===== src/rtl/wb_reg_file.sv =====
// Writeback stage: result select, 32-entry register file commit, two ID read ports, commit counter.
// Optional build macro REGFILE_BYPASS_EN adds same-cycle write-to-read bypass on both read ports.
module wb_reg_file #(
    parameter int PC_BITS       = 32,
    parameter int REG_ADDR_BITS = 5
) (
    input  logic                     clk,
    input  logic                     rst,
    input  logic                     reg_write_wb,
    input  logic [1:0]               mem_to_reg_wb,
    input  logic [PC_BITS-1:0]       alu_out_wb,
    input  logic [PC_BITS-1:0]       read_data_wb,
    input  logic [PC_BITS-1:0]       pc_plus_4wb,
    input  logic [REG_ADDR_BITS-1:0] write_reg_wb,
    input  logic [REG_ADDR_BITS-1:0] rs_addr_d,
    input  logic [REG_ADDR_BITS-1:0] rt_addr_d,
    output logic [PC_BITS-1:0]       rs_data_d,
    output logic [PC_BITS-1:0]       rt_data_d,
    output logic [PC_BITS-1:0]       result_wb,
    output logic                     commit_wb,
    output logic [31:0]              wb_count
);

    localparam int NUM_REGS = 1 << REG_ADDR_BITS;

    typedef enum logic [1:0] {
        SEL_ALU  = 2'b00,
        SEL_LOAD = 2'b01,
        SEL_LINK = 2'b10,
        SEL_RSVD = 2'b11
    } wb_sel_e;

    logic [PC_BITS-1:0] regs_q [NUM_REGS];
    logic [31:0]        count_q;
    logic [31:0]        count_d;

    // NOTE: every output of a combinational block gets a value on every path; a missing default infers a latch.
    always_comb begin
        result_wb = alu_out_wb;
        case (wb_sel_e'(mem_to_reg_wb))
            SEL_LOAD: result_wb = read_data_wb;
            SEL_LINK: result_wb = pc_plus_4wb;
            default:  result_wb = alu_out_wb;
        endcase
    end

    assign commit_wb = reg_write_wb && (write_reg_wb != '0);
    assign count_d   = count_q + 32'd1;
    assign wb_count  = count_q;

    // NOTE: state registers use non-blocking assignments so every flop samples pre-edge values.
    // NOTE: the array is reset explicitly because a cleared file is architecturally visible after rst.
    always_ff @(posedge clk) begin
        if (rst) begin
            for (int i = 0; i < NUM_REGS; i++) begin
                regs_q[i] <= '0;
            end
            count_q <= '0;
        end else if (commit_wb) begin
            regs_q[write_reg_wb] <= result_wb;
            count_q              <= count_d;
        end
    end

    // Index 0 is forced last so neither the array nor the bypass can leak a value onto r0.
    always_comb begin
        rs_data_d = regs_q[rs_addr_d];
`ifdef REGFILE_BYPASS_EN
        if (commit_wb && (rs_addr_d == write_reg_wb)) begin
            rs_data_d = result_wb;
        end
`endif
        if (rs_addr_d == '0) begin
            rs_data_d = '0;
        end
    end

    always_comb begin
        rt_data_d = regs_q[rt_addr_d];
`ifdef REGFILE_BYPASS_EN
        if (commit_wb && (rt_addr_d == write_reg_wb)) begin
            rt_data_d = result_wb;
        end
`endif
        if (rt_addr_d == '0) begin
            rt_data_d = '0;
        end
    end

endmodule


===== config.mk =====
export PLATFORM = sky130hd
export DESIGN_NAME = wb_reg_file
export DESIGN_NICKNAME = d
export VERILOG_FILES = /design/src/rtl/wb_reg_file.sv
export SDC_FILE = /design/constraint.sdc
export NUM_CORES = 2
export LEC_CHECK = 0
export CAP_MARGIN = 15
export CORE_MARGIN = 2
export CORE_UTILIZATION = 33
export CTS_CLUSTER_DIAMETER = 80
export CTS_CLUSTER_SIZE = 8
export DETAILED_ROUTE_END_ITERATION = 10
export GPL_TIMING_DRIVEN = 1
export SLEW_MARGIN = 20
export SYNTH_ARGS = -nofsm -noshare
export SYNTH_HDL_FRONTEND = slang
export SYNTH_SLANG_ARGS = --single-unit

===== constraint.sdc =====
create_clock -name clk -period 7.1 [get_ports clk]
set_input_delay 1.42 -clock clk [delete_from_list [all_inputs] [get_ports clk]]
set_output_delay 1.42 -clock clk [all_outputs]
set_load 0.05 [all_outputs]

==> summary.md <==
| Metric | Value |
|---|---|
| Status | finished, final reports clean |
| Row cnt | 148 |
| Ratio of cells with drive above 1 in the final layout | 24.7% |
| Synth Cell Area | 54,400 um2 |
| Worst-path fanout max | 32 |
| Post-cts sizing count | 0 |
| Adder-Cell Fraction of Synth Area | 0.0690% |
| Post-synth EDFFs | 1,024 |
| Antenna violations before repair | 10 |
| Wire per inst | 32.9 um |
| Buffers on Ports | 244 |
| Die width | 410 um |
| Fin. max-slew vios | 0 |
| Type of origin of the critical path | input pin |
| Class of the worst hold path | reg2reg |
| Worst endpoint required time | 5.68 ns |
| Pin count of the biggest net entering global routing | 78 |
| CP Capture Type | primary output |
| Max Cap Viol | 0 |
| Synth Area in Simple Gates | 9.91% |
| Vias in the first global route | 38,200 |
| TritonCTS Buffers | 149 |
| Vias post-DR | 38,800 |
| Seq/Total Area, Yosys | 57.7% |
| Clock H-tree levels | 4 |
| Arrival time worst endpoint | 4.61 ns |
| # clock sinks | 1,056 |
| #FFs+latches synth | 1,056 |
| DR vias/cell | 6.12 |
| Area growth syn-to-layout | 18.5% |
| Yosys cell types | 47 |
| Synth warn | 0 |
| Final hold viol count | 0 |
| Setup TNS | 0 ns |
| Clk root buf | clkbuf_16 |
| Max VDD drop | 0.262 mV |
| Core utilization of the finished layout | 39.5% |
| Reg clk slew, reported paths | 0.05 ns |
| Endpoints failing setup | 0 |
| Fmax | 166 MHz |
| Leakage | 0.0214 uW |
| Synth top area cells | edfxtp_1 57%, mux4_2 19%, nor2_1 7.2%, mux2i_1 2.4%, clkbuf_1 2.1% |
| Syn avg cell area | 13.7 um2 |
| Synth top area share | 56.6% |
| Initial DRC count | 5,416 |
| Die height | 410 um |
| Cell taking the most area after synthesis | edfxtp_1 |
| Post-synth ARST share | 0% |
| Pre-antenna DRT Iters | 6 |
| Clk_lat worst skew | 0.76 ns |
| Starting Density | 33.3% |
| Xor and xnor area share after synthesis | 0.0806% |
| Routability cong. | 0.922 |
| Clk_skew | 0.0180 ns |
| Largest family of logic cells by synthesized area | multiplexers |
| Final wirelength | 208 mm |
| Synth Area in Compound Gates | 6.07% |
| Post-synthesis mux area share | 22.5% |
| PwrDens | 255 nW/um2 |
| Final #Nets | 4,258 |
| RSZ-0062 raised after global routing | no |
| Synth Instances | 3,959 |
| Top_reg_cell synth | edfxtp_1 |
| Remaining DRCs | 0 |
| Crit path kind | in2out |
| Actual slew at the worst max-slew pin | 1.32 ns |
| Antenna-violating nets left | 0 |
| Clock tree buffer depth | 3 |
| First-pass GRT wire length | 291 mm |
| Post-detail-place hpwl | 132 mm |
| Synth top cells by count | 1,048 x nor2_1, 1,024 x edfxtp_1, 448 x mux4_2 |
| Fin crit period | 6.03 ns |
| Gr ovfl total | 0 |
| Top-count cell post-synth | nor2_1 |
| Period utilization | 84.9% |
| Die area | 168,000 um2 |
| CORE AREA | 163,000 um2 |
| Slew Limit Headroom | 11.6% |
| Postcts setup bufs | 0 |
| CTS Hold Bufs | 0 |
| Ports | 245 |
| CTS tree | done |
| All-Layer GR Usage | 24.4% |
critical path, cell delays in order:
cell and delay, ns:
clkdlybuf4s50_1 0.46, inv_1 0.09, ha_2 0.83, a22oi_1 0.55, nor2_1 0.33, a21oi_4 0.05, inv_1 0.06, clkdlybuf4s50_1 0.79
cells in the final DEF, fill, tap and decap left out, types with 4 or more instances in the layout:
master and count:
clkbuf_1 21, or4_1 13, nand3_1 7, or3_1 6, a211oi_1 64, o31ai_1 11
o21ai_1 9, nor2_1 1046, a221oi_1 50, clkbuf_16 155, nor2b_1 74, a311oi_2 7
nor4_1 10, buf_8 4, nand4_1 10, a21oi_1 16, inv_1 37, buf_2 4
mux4_2 448, and3_1 5, o21ai_0 110, nand2b_2 31, xor2_1 5, mux2i_1 129
o2111ai_1 14, a22oi_1 96, a21oi_4 27, dfxtp_1 32, nand2_1 69, conb_1 32
a21oi_2 5, mux2_2 74, a311oi_1 57, and4_1 5, buf_12 69, clkdlybuf4s50_1 169
edfxtp_1 1024, buf_4 183
kinds of logic after synthesis:
kind of cell | count (synthesis)
muxes | 651
xor gates and xnor gates | 5
and+or+nand+nor | 1300
other | 1
DFF | 1056
adders and majority gates | 3
AOI/OAI and AO/OA | 472
buffers and inverters | 471
flip-flops by register name, summed over array words and instances (netlist names):
signal	flops
wb_count	32
regs_q	1024
layer usage:
metal	vias to the layer above	GRT usage (%)	share of wire (%)
met5	-	0	0.011
met4	4	11.7	5.2
met3	499	6.77	12
met2	2790	36.3	44
met1	20000	33.0	38
li1	15500	-	-
worst paths after layout:
| check | start | to | slack (ns) | cells after the start |
|---|---|---|---|---|
| min reg2reg | wb_count[21] | wb_count[21] | 0.53 | 2 |
| max | mem_to_reg_wb[1] | result_wb[24] | 1.07 | 8 |
| min | wb_count[21] | wb_count[21] | 0.53 | 2 |
| max reg2reg | wb_count[3] | wb_count[27] | 4.84 | 5 |
metrics by stage:
stage / hold slack, ns / total power, uW / setup slack, ns / std cells / cell area, um2
after floorplan: 0.712 / 8870 / 1.86 / 3990 / 54500
after global placement: 0.499 / 10000 / 1.04 / 6162 / 60400
after detailed placement: 0.510 / 10100 / 1.07 / 6162 / 60400
after CTS: 0.523 / 16400 / 1.07 / 6340 / 64400
after global routing: 0.555 / 16800 / 0.960 / 6341 / 64400
final: 0.528 / 16400 / 1.07 / 6343 / 64400
power breakdown:
part / internal, uW / switching, uW
clock network: 3840 / 2600
registers: 7180 / 170
logic: 1000 / 1650
final cells by class:
class / instances / area [um2]
antenna: 2 / 5.00
clock buffer: 176 / 3960
clock inverter: 2 / 28.8
fill: 15100 / 98700
inverter: 39 / 149
multi-input combinational: 2463 / 21600
sequential: 1056 / 31400
tap: 2175 / 2720
timing repair buffer: 430 / 4540
(Power assumes the default switching activity.)
